<file path="config.mk">
export PLATFORM = sky130hd
export DESIGN_NAME = fifo_apb_ctrl_flat
export DESIGN_NICKNAME = d
export VERILOG_FILES = /design/src/rtl/fifo_apb_ctrl_if.sv /design/src/rtl/fifo_apb_ctrl.sv /design/src/flat_wrapper.sv
export SDC_FILE = /design/constraint.sdc
export NUM_CORES = 1
export LEC_CHECK = 0
export ABC_AREA = 1
export CAP_MARGIN = 20
export CELL_PAD_IN_SITES_DETAIL_PLACEMENT = 1
export CELL_PAD_IN_SITES_GLOBAL_PLACEMENT = 2
export CORE_ASPECT_RATIO = 0.6
export CORE_MARGIN = 5
export CORE_UTILIZATION = 23
export DETAILED_ROUTE_END_ITERATION = 10
export PLACE_DENSITY_LB_ADDON = 0.1
export SLEW_MARGIN = 25
export SYNTH_ARGS = -nofsm -noshare
export SYNTH_HDL_FRONTEND = slang
export SYNTH_SLANG_ARGS = --single-unit
</file>
<file path="constraint.sdc">
create_clock -name clk -period 2.17 [get_ports clk]
set_input_delay 0.3255 -clock clk [delete_from_list [all_inputs] [get_ports clk]]
set_output_delay 0.3255 -clock clk [all_outputs]
set_load 0.01 [all_outputs]
</file>
<file path="src/rtl/fifo_apb_ctrl_if.sv">
// APB3 slave-side bus bundle for the FIFO controller.
// Master drives address/control/write data; slave returns read data and ready.
// Signal names follow the APB interconnect naming used across the SoC.
interface fifo_apb_ctrl_if;
  logic [3:0]  PADDR;
  logic [31:0] PWDATA;
  logic        PWRITE;
  logic        PSEL;
  logic        PENABLE;
  logic [31:0] PRDATA;
  logic        PREADY;

  modport master (
    output PADDR, PWDATA, PWRITE, PSEL, PENABLE,
    input  PRDATA, PREADY
  );

  modport slave (
    input  PADDR, PWDATA, PWRITE, PSEL, PENABLE,
    output PRDATA, PREADY
  );
endinterface

</file>
<file path="src/rtl/fifo_apb_ctrl.sv">
// APB slave that turns register accesses into byte-FIFO push/pop strobes, tracks level, raises irq.
// Latency: every access takes one wait state; strobes fire in the single RESP cycle, irq lags state by one edge.
// Backpressure: full FIFO turns a push into a sticky OVF, empty FIFO turns a pop into a sticky UDF; APB never stalls longer.
module fifo_apb_ctrl #(
  parameter int DEPTH = 16
) (
  input  logic             clk,
  input  logic             reset,
  fifo_apb_ctrl_if.slave   apb,
  output logic [7:0]       fifo_wdata,
  output logic             fifo_wr_en,
  input  logic             fifo_full,
  input  logic [7:0]       fifo_rdata,
  output logic             fifo_rd_en,
  input  logic             fifo_empty,
  output logic             irq
);

  localparam int LW = $clog2(DEPTH) + 1;

  localparam logic [1:0] REG_CTRL   = 2'd0;
  localparam logic [1:0] REG_STATUS = 2'd1;
  localparam logic [1:0] REG_TXDATA = 2'd2;
  localparam logic [1:0] REG_RXDATA = 2'd3;

  typedef enum logic {IDLE, RESP} state_t;

  state_t        state;
  logic          en;
  logic          irq_en;
  logic [4:0]    thresh;
  logic          ovf;
  logic          udf;
  logic [LW-1:0] level;
  logic [31:0]   prdata;
  logic          pready;

  logic [1:0]  sel;
  logic        access;
  logic        tx_wr;
  logic        rx_rd;
  logic        do_push;
  logic        do_pop;
  logic        ovf_set;
  logic        udf_set;
  logic        level_hit;
  logic [31:0] rd_mux;

  // Byte lanes and address bits below the word are never decoded.
  logic unused_bits;
  assign unused_bits = ^{apb.PADDR[1:0], apb.PWDATA[31:9]};

  assign sel     = apb.PADDR[3:2];
  assign access  = apb.PSEL & apb.PENABLE;
  assign tx_wr   = access &  apb.PWRITE & (sel == REG_TXDATA) & en;
  assign rx_rd   = access & ~apb.PWRITE & (sel == REG_RXDATA) & en;
  assign do_push = tx_wr & ~fifo_full;
  assign ovf_set = tx_wr &  fifo_full;
  assign do_pop  = rx_rd & ~fifo_empty;
  assign udf_set = rx_rd &  fifo_empty;

  // THRESH of zero switches the level term off entirely.
  assign level_hit = (thresh != 5'd0) && (32'(level) >= 32'(thresh));

  assign apb.PRDATA = prdata;
  assign apb.PREADY = pready;

  // Read-data selection; STATUS flags empty/full are live from the FIFO.
  always_comb begin
    rd_mux = '0;
    case (sel)
      REG_CTRL:   rd_mux = {23'b0, thresh, 2'b0, irq_en, en};
      REG_STATUS: rd_mux = (32'(level) << 4) | {28'b0, udf, ovf, fifo_full, fifo_empty};
      REG_TXDATA: rd_mux = '0;
      REG_RXDATA: if (en && !fifo_empty) rd_mux = {24'b0, fifo_rdata};
      default:    rd_mux = '0;
    endcase
  end

  // Access sequencer: register side effects land on the IDLE->RESP edge, strobes live only in RESP.
  always_ff @(posedge clk or negedge reset) begin
    if (!reset) begin
      state      <= IDLE;
      prdata     <= '0;
      pready     <= 1'b0;
      fifo_wdata <= '0;
      fifo_wr_en <= 1'b0;
      fifo_rd_en <= 1'b0;
      irq        <= 1'b0;
      en         <= 1'b0;
      irq_en     <= 1'b0;
      thresh     <= '0;
      ovf        <= 1'b0;
      udf        <= 1'b0;
      level      <= '0;
    end else begin
      irq <= irq_en & (ovf | udf | level_hit);
      case (state)
        IDLE: begin
          if (access) begin
            state  <= RESP;
            pready <= 1'b1;
            prdata <= apb.PWRITE ? 32'd0 : rd_mux;
            if (apb.PWRITE && sel == REG_CTRL) begin
              en     <= apb.PWDATA[0];
              irq_en <= apb.PWDATA[1];
              thresh <= apb.PWDATA[8:4];
            end
            if (apb.PWRITE && sel == REG_STATUS) begin
              if (apb.PWDATA[2]) ovf <= 1'b0;
              if (apb.PWDATA[3]) udf <= 1'b0;
            end
            if (do_push) begin
              fifo_wr_en <= 1'b1;
              fifo_wdata <= apb.PWDATA[7:0];
              level      <= level + LW'(1);
            end
            if (do_pop) begin
              fifo_rd_en <= 1'b1;
              level      <= level - LW'(1);
            end
            if (ovf_set) ovf <= 1'b1;
            if (udf_set) udf <= 1'b1;
          end
        end
        RESP: begin
          state      <= IDLE;
          pready     <= 1'b0;
          fifo_wr_en <= 1'b0;
          fifo_rd_en <= 1'b0;
        end
        default: state <= IDLE;
      endcase
    end
  end

endmodule

</file>
<file path="src/flat_wrapper.sv">
// flat-port wrapper written by rule: the top's interface ports become plain ports
module fifo_apb_ctrl_flat 
#(
  parameter int DEPTH = 16
)
  (clk, reset, fifo_wdata, fifo_wr_en, fifo_full, fifo_rdata, fifo_rd_en, fifo_empty, irq, apb_PADDR, apb_PWDATA, apb_PWRITE, apb_PSEL, apb_PENABLE, apb_PRDATA, apb_PREADY);
  fifo_apb_ctrl_if apb_i ();
  input  logic clk;
  input  logic reset;
  output logic [7:0] fifo_wdata;
  output logic fifo_wr_en;
  input  logic fifo_full;
  input  logic [7:0] fifo_rdata;
  output logic fifo_rd_en;
  input  logic fifo_empty;
  output logic irq;
  input wire logic [$bits(apb_i.PADDR)-1:0] apb_PADDR;
  input wire logic [$bits(apb_i.PWDATA)-1:0] apb_PWDATA;
  input wire logic [$bits(apb_i.PWRITE)-1:0] apb_PWRITE;
  input wire logic [$bits(apb_i.PSEL)-1:0] apb_PSEL;
  input wire logic [$bits(apb_i.PENABLE)-1:0] apb_PENABLE;
  output wire logic [$bits(apb_i.PRDATA)-1:0] apb_PRDATA;
  output wire logic [$bits(apb_i.PREADY)-1:0] apb_PREADY;
  assign apb_i.PADDR = apb_PADDR;
  assign apb_i.PWDATA = apb_PWDATA;
  assign apb_i.PWRITE = apb_PWRITE;
  assign apb_i.PSEL = apb_PSEL;
  assign apb_i.PENABLE = apb_PENABLE;
  assign apb_PRDATA = apb_i.PRDATA;
  assign apb_PREADY = apb_i.PREADY;
  fifo_apb_ctrl #(.DEPTH(DEPTH)) u_core (.clk(clk), .reset(reset), .apb(apb_i), .fifo_wdata(fifo_wdata), .fifo_wr_en(fifo_wr_en), .fifo_full(fifo_full), .fifo_rdata(fifo_rdata), .fifo_rd_en(fifo_rd_en), .fifo_empty(fifo_empty), .irq(irq));
endmodule
</file>
==> results of run 1 <==
## cells in the final DEF (no fill, tap or decap), types with 2 or more instances in the layout
cell type / n
inv_2: 3
nand2_1: 51
conb_1: 23
a21oi_1: 6
o21ai_2: 14
buf_4: 13
clkbuf_16: 5
nor2_1: 10
clkdlybuf4s50_1: 45
clkbuf_8: 2
dfrtp_1: 36
nand2_4: 3
o21ai_0: 10
ha_1: 8
o22ai_1: 3
nand2_2: 3
a22o_1: 2
inv_1: 30
nand3_1: 14
a22oi_1: 4
nand4_1: 3
xor2_1: 2
nor2_4: 2
## where the power goes
| part | internal, mW | leakage (nW) | switching [mW] | total [mW] |
|---|---|---|---|---|
| clock | 0.481 | 0.0760 | 0.265 | 0.747 |
| combinational | 0.226 | 0.902 | 0.271 | 0.496 |
| sequential | 0.755 | 0.478 | 0.0654 | 0.820 |
| total | 1.46 | 1.46 | 0.602 | 2.06 |
## stage by stage
step                      hold slack [ns]  setup WS (ns)  std cells
after floorplan                    0.0299          0.525        263
after global placement              0.316        -0.0686        414
after detailed placement            0.319         -0.103        414
after CTS                          0.0137          0.193        421
after global routing               0.0214         0.0116        421
final                            0.000995          0.216        421
## cell type report
| cell class | count | area, um2 | area share, % |
|---|---|---|---|
| flip-flops and latches | 36 | 901 | 31.3 |
| clock buffers | 7 | 153 | 5.30 |
| multi-input cells | 168 | 981 | 34.0 |
| inverters | 34 | 129 | 4.47 |
| well taps | 116 | 145 | 5.04 |
| repair buffers | 60 | 573 | 19.9 |
## flip-flops by register name, indices dropped and copies added (netlist names)
| signal | flops |
|---|---|
| u_core.thresh | 5 |
| u_core.state | 1 |
| u_core.apb.PREADY | 1 |
| u_core.fifo_rd_en | 1 |
| u_core.en | 1 |
| u_core.fifo_wr_en | 1 |
| u_core.level | 5 |
| u_core.ovf | 1 |
| u_core.fifo_wdata | 8 |
| u_core.apb.PRDATA | 9 |
| u_core.irq | 1 |
| u_core.udf | 1 |
| u_core.irq_en | 1 |
## per-layer routing
metal | vias up | part of all wire (%)
li1 | 860 | -
met1 | 813 | 54
met2 | 44 | 39
met3 | 5 | 6.1
met4 | 0 | 0.91
met5 | - | 0
## critical path, delay by kind of cell
kind | cells | cell delay, ns
and+or+nand+nor | 8 | 0.64
buffers and inverters | 3 | 0.63
adders and majority gates | 1 | 0.32
AOI/OAI and AO/OA | 1 | 0.20
## worst paths after layout
| kind | to | slack [ns] |
|---|---|---|
| max | u_core.level[4]$_DFFE_PN0P_ | 0.22 |
| min | u_core.fifo_rd_en$_DFFE_PN0P_ | 0.001 |
| max reg2reg | u_core.level[4]$_DFFE_PN0P_ | 0.38 |
| min reg2reg | u_core.apb.PRDATA[4]$_DFFE_PN0P_ | 0.49 |
| max in group asynchronous | u_core.level[2]$_DFFE_PN0P_ | 1.97 |
| min in group clk | u_core.apb.PRDATA[4]$_DFFE_PN0P_ | 0.49 |
## cell families after synthesis
group | share of synthesized area, %
other | 0.177
and+or+nand+nor | 21.9
buffers and inverters | 15.3
AOI/OAI and AO/OA | 13.7
xor gates and xnor gates | 0.825
DFF | 42.4
adders and majority gates | 5.66
==> key figures, run 1 <==
Run status
  – Outcome: complete, no violations

Detailed routing
  – Routed wire length: approximately 6 mm
  – Detail-routed net length per standard cell: about 14 um
  – Routed Antenna Nets: 0
  – Starting DRT DRC Count: 98
  – Post-route DRC: 0
  – Drt first pass iters: 4
  – Vias: approximately 1.7k
  – Vias per inst: slightly above 4

Worst setup path
  – Cell chain of the critical path: clkdlybuf4s50_1, inv_1, nand2_1, nor2_8, nand2_4, clkinv_2, ha_1, a21oi_1, nand2_1, nand2_1, nand3_1, nand2_1, nand2_1
  – Cell mode on critical path: nand2_1
  – Critical Path Start: fifo_empty
  – WP data arrival: roughly 2.1 ns
  – Startpoint Class: primary input
  – Worst Path Required: roughly 2.3 ns
  – Critical path's slowest cell: clkdlybuf4s50_1
  – Crit path max fanout: 4
  – Reg2reg path depth: 11
  – Path type of the worst setup path: in -> reg
  – Critical path capture point type: register
  – Max incr delay on CP: between 0.4 and 0.5 ns
  – FF-to-FF Start: u_core.en$_DFFE_PN0P_

Logic synthesis
  – Biggest area consumer among synthesized cells: dfrtp_1
  – Commonest cells in the netlist: 51 x nand2_1, 36 x dfrtp_1, 30 x inv_1
  – Most common cell in the netlist: nand2_1
  – Seq/Total Area, Yosys: between 40% and 50%
  – Post-synth EDFFs: 0
  – Synth Register Bits: 36
  – Mapped Avg Cell Area: about 8.8 um2
  – Synth area leaders: dfrtp_1 42%, nand2_1 9.0%, buf_4 8.1%
  – Synth warn: 0
  – Synthesized netlist cell count: ~240
  – Share of the synthesized area in the top cell type: a little over two fifths
  – Cell variety after synth: 32
  – Async S/R FF share, synth: between 90% and 100%
  – Top FF cell, synth: dfrtp_1
  – Synthesized area: 2120 um2

GRT
  – Met3 usage: roughly 3.9%
  – Met1 global-route usage: 17.1%
  – Met2 Use GR: around 15%
  – Busiest layer in global routing: met1
  – Number of global-route vias before repair: 1839
  – Antenna violations before repair: 0
  – Pin count of the biggest net entering global routing: 37
  – Tot GR Track Use: 11.4%
  – GR Overflow Total: 0
  – Global-route wire length before repair: slightly below 10 mm

Placed design
  – Hpwl dp: between 4 and 5 mm
  – GPL Wtd Cong: roughly 0.73
  – Area after DPL: between 2000 and 3000 um2
  – IO Port Bufs: between 40 and 50

Clocking
  – CTS Buf Count: 5
  – Root Buffer Master: clkbuf_16
  – CTS tree: built
  – CTS H-Tree Depth: 2
  – Hold-fix buffers, CTS: 0
  – # Post-CTS Setup Buffers: 0
  – CTS clk-pin slew, worst paths: roughly 0.050 ns
  – CTS Buffer Depth: 2
  – CTS-repair resized insts: 0
  – Clock sink count: 36
  – Skew-Pair Late Insertion Delay: 0.28 ns

Timing
  – Fmax: between 0.5 and 0.6 GHz
  – Endpoints failing hold: 0
  – Final Critical Period: 1.95 ns
  – Clock skew: roughly 0.0036 ns
  – Final slew viol count: 0
  – Final setup vio count: 0
  – RSZ-0062 raised after global routing: false
  – TNS Setup: 0 ns
  – Tcrit/Tclk final: approximately nine tenths

Power
  – Total power: 2.06 mW
  – Max VDD drop: roughly 270 uV
  – Power Density: between 700 and 800 nW/um2
  – Leakage power: 1.46 nW

Cells and area
  – Fin util: between 30% and 40%
  – Share of cells above drive strength 1: 17.7%
  – Final instance area: 2880 um2
  – Ant diodes: 0
  – Fillers: roughly 1.0k
  – Final net count: roughly 370
  – Synth-to-Final Area Change: 35.7%

Floorplanning
  – Die W: 134 um
  – Placeable Area: ~9100 um2
  – # rows: 27
  – Initial Util: 23.4%
  – I/O Pins: between 90 and 100
  – Die Ht: about 84 um
  – Die area: around 11000 um2

Job
  – Max Cap Viol: 0

Worst hold path
  – Min-delay worst type: in -> async
No activity file was read; power rests on OpenSTA's default activity.
==> run 2: changes to the inputs <==
- CORE_UTILIZATION: 23 -> 21
- clock period: 2.17 -> 1.71 ns (I/O delays scaled with it)
==> run 2 against run 1 <==
  * Clock power rose by 18%
  * Core utilization fell by 0.21 points
  * Count of clock-buffer cells in the layout fell by 1
  * Highest routed layer unchanged
  * Die area rose by 8.6%
  * Critical path type unchanged
  * First-iteration DRC count fell by 43%
  * Global-route usage fell by 0.52 points
  * Register-to-register slack got worse by 0.26 ns
  * Largest power group unchanged
  * Cell count rose by 9.0%
  * Critical path depth fell by 2
  * Worst hold slack improved by 0.41 ns
  * Non-clock buffer count rose by 19
==> key figures, run 2 (synthesis results as in run 1) <==
GRT
  – Global-route wire length before repair: 10.3 mm (+3.3%)
  – Number of global-route vias before repair: 1876 (+2.0%)
  – Antenna violations before repair: 0 (unchanged)
  – GR Overflow Total: 0 (unchanged)
  – Pin count of the biggest net entering global routing: 20 (-46%)
  – Tot GR Track Use: 10.9% (-0.52 points)

Clocking
  – CTS H-Tree Depth: 2 (unchanged)
  – Clock sink count: 36 (unchanged)
  – CTS clk-pin slew, worst paths: 0.06 ns (about the same)
  – Skew-Pair Late Insertion Delay: 0.29 ns (about the same)
  – CTS Buf Count: 5 (unchanged)
  – CTS Buffer Depth: 2 (unchanged)
  – Root Buffer Master: clkbuf_16
  – CTS tree: built

Cells and area
  – Fin util: 31.5% (-0.21 points)
  – Final instance area: 3110 um2 (+8.0%)
  – Final net count: 384 (+5.2%)
  – Finished Layout Cells: 459 (+9.0%)
  – Ant diodes: 0 (unchanged)
  – Share of cells above drive strength 1: 24.1% (+6.4 points)
  – Most frequent cells in the layout: 50 x nand2_1, 40 x clkdlybuf4s50_1, 36 x dfrtp_1
  – Synth-to-Final Area Change: 46.6%
  – Max reg flops: 9 (unchanged)
  – Commonest non-fill, non-tap cell in the layout: nand2_1

Worst setup path
  – Crit path max fanout: 4 (unchanged)
  – Path type of the worst setup path: in -> reg
  – Startpoint Class: primary input
  – Critical path's slowest cell: clkdlybuf4s50_1
  – WP data arrival: 1.80 ns (-0.32 ns)
  – Cell mode on critical path: nand2_1
  – Cell chain of the critical path: clkdlybuf4s50_1, nor2_4, nand2_4, clkinv_4, buf_6, ha_1, nand3_1, nand2_1, xor2_1, nand2_1, nand2_1
  – Worst Path Required: 1.89 ns (-0.45 ns)
  – Max incr delay on CP: 0.55 ns (+0.07 ns)
  – Critical path capture point type: register

Placed design
  – Placed insts: 447 (+8.0%)
  – GPL Wtd Cong: 0.765 (+4.7%)
  – Place WS: -0.433 ns (-0.331 ns)
  – IO Port Bufs: 46 (unchanged)
  – Area after DPL: 2870 um2 (+5.2%)
  – Hpwl dp: 5.22 mm (+8.7%)

Timing
  – Hold WS: 0.413 ns (+0.412 ns)
  – Final Critical Period: roughly 1.6 ns
  – Tcrit/Tclk final: between 90% and 100%
  – Setup WS post-layout: 0.0917 ns (-0.124 ns)
  – Final slew viol count: 0 (unchanged)
  – Fmax: 0.618 GHz
  – Clock skew: 0.00584 ns (+0.00223 ns)
  – Final setup vio count: 0 (unchanged)
  – TNS Setup: 0 ns (unchanged)
  – Endpoints failing hold: 0 (unchanged)

Worst hold path
  – Min-delay worst type: in -> reg

Power
  – Total power: 2.61 mW (+27%)
  – Max VDD drop: 326 uV (+21%)
  – Leakage power: 1.59 nW (+8.9%)
  – Power Density: 840 nW/um2 (+17%)

Detailed routing
  – Drt first pass iters: 4 (unchanged)
  – Vias per inst: 3.88 (-5.1%)
  – Routed Antenna Nets: 0 (unchanged)
  – Routed wire length: 6.49 mm (+7.8%)
  – Detail-routed net length per standard cell: 14.1 um (-1.1%)
  – Vias: 1781 (+3.4%)
  – Starting DRT DRC Count: 56 (-43%)
  – Post-route DRC: 0 (unchanged)

Floorplanning
  – # rows: 28 (+3.7%)
  – Die W: 140 um (+4.3%)
  – Die Ht: 87.9 um (+4.1%)
  – I/O Pins: 95 (unchanged)
  – Placeable Area: 9880 um2 (+8.7%)
  – Initial Util: 21.5% (-1.9 points)
  – Die area: 12300 um2 (+8.6%)

Run status
  – Outcome: complete, no violations

Job
  – Max Cap Viol: 0 (unchanged)
-- run 2: cell type report --
type | instances | area, um2
fillers | 1167 | 6770
multi-input cells | 168 | 1030
flip-flops and latches | 36 | 901
repair buffers | 79 | 743
well taps | 135 | 169
inverters | 34 | 133
clock buffers | 6 | 129
clock inverters | 1 | 5.00
-- run 2: power by group --
group,switching (mW),internal [mW]
Sequential,0.0871,0.958
Clock,0.355,0.530
Combinational,0.361,0.323
Total,0.803,1.81
-- run 2: path summary, 6_finish.rpt --
| path | from | to | slack, ns | cells after the start |
|---|---|---|---|---|
| setup / recovery | apb_PWRITE | u_core.level[3]$_DFFE_PN0P_ | 0.09 | 11 |
| hold / removal | fifo_empty | u_core.udf$_DFFE_PN0P_ | 0.41 | 3 |
| min in group asynchronous | reset | u_core.fifo_rd_en$_DFFE_PN0P_ | 0.46 | 2 |
| max in group asynchronous | reset | u_core.irq_en$_DFFE_PN0P_ | 0.76 | 3 |
| setup reg to reg | u_core.en$_DFFE_PN0P_ | u_core.level[3]$_DFFE_PN0P_ | 0.12 | 11 |
| hold reg to reg | u_core.fifo_wdata[2]$_DFFE_PN0P_ | u_core.fifo_wdata[2]$_DFFE_PN0P_ | 0.48 | 2 |
-- run 2: repair_timing --
action,4_1_cts,5_1_grt
hold buffers,1,0
pin swaps,2,6
buffers inserted,1,3
endpoints found under the hold margin,17,0
resized for setup,5,11
setup endpoints to repair,3,9
-- run 2: critical path, delay by kind of cell --
kind          cells  cell delay, ns
fa+ha+maj         1            0.26
xor+xnor          1            0.14
buf+inv           3            0.75
simple gates      6            0.40
-- run 2: metal layers --
layer / global-route usage [%] / up-vias / share of wire [%]
met1: 15.8 / 832 / 54
met2: 15.1 / 39 / 41
li1: - / 902 / -
met3: 3.60 / 8 / 4.5
met5: 0 / - / 0
met4: 3.69 / 0 / 1.3
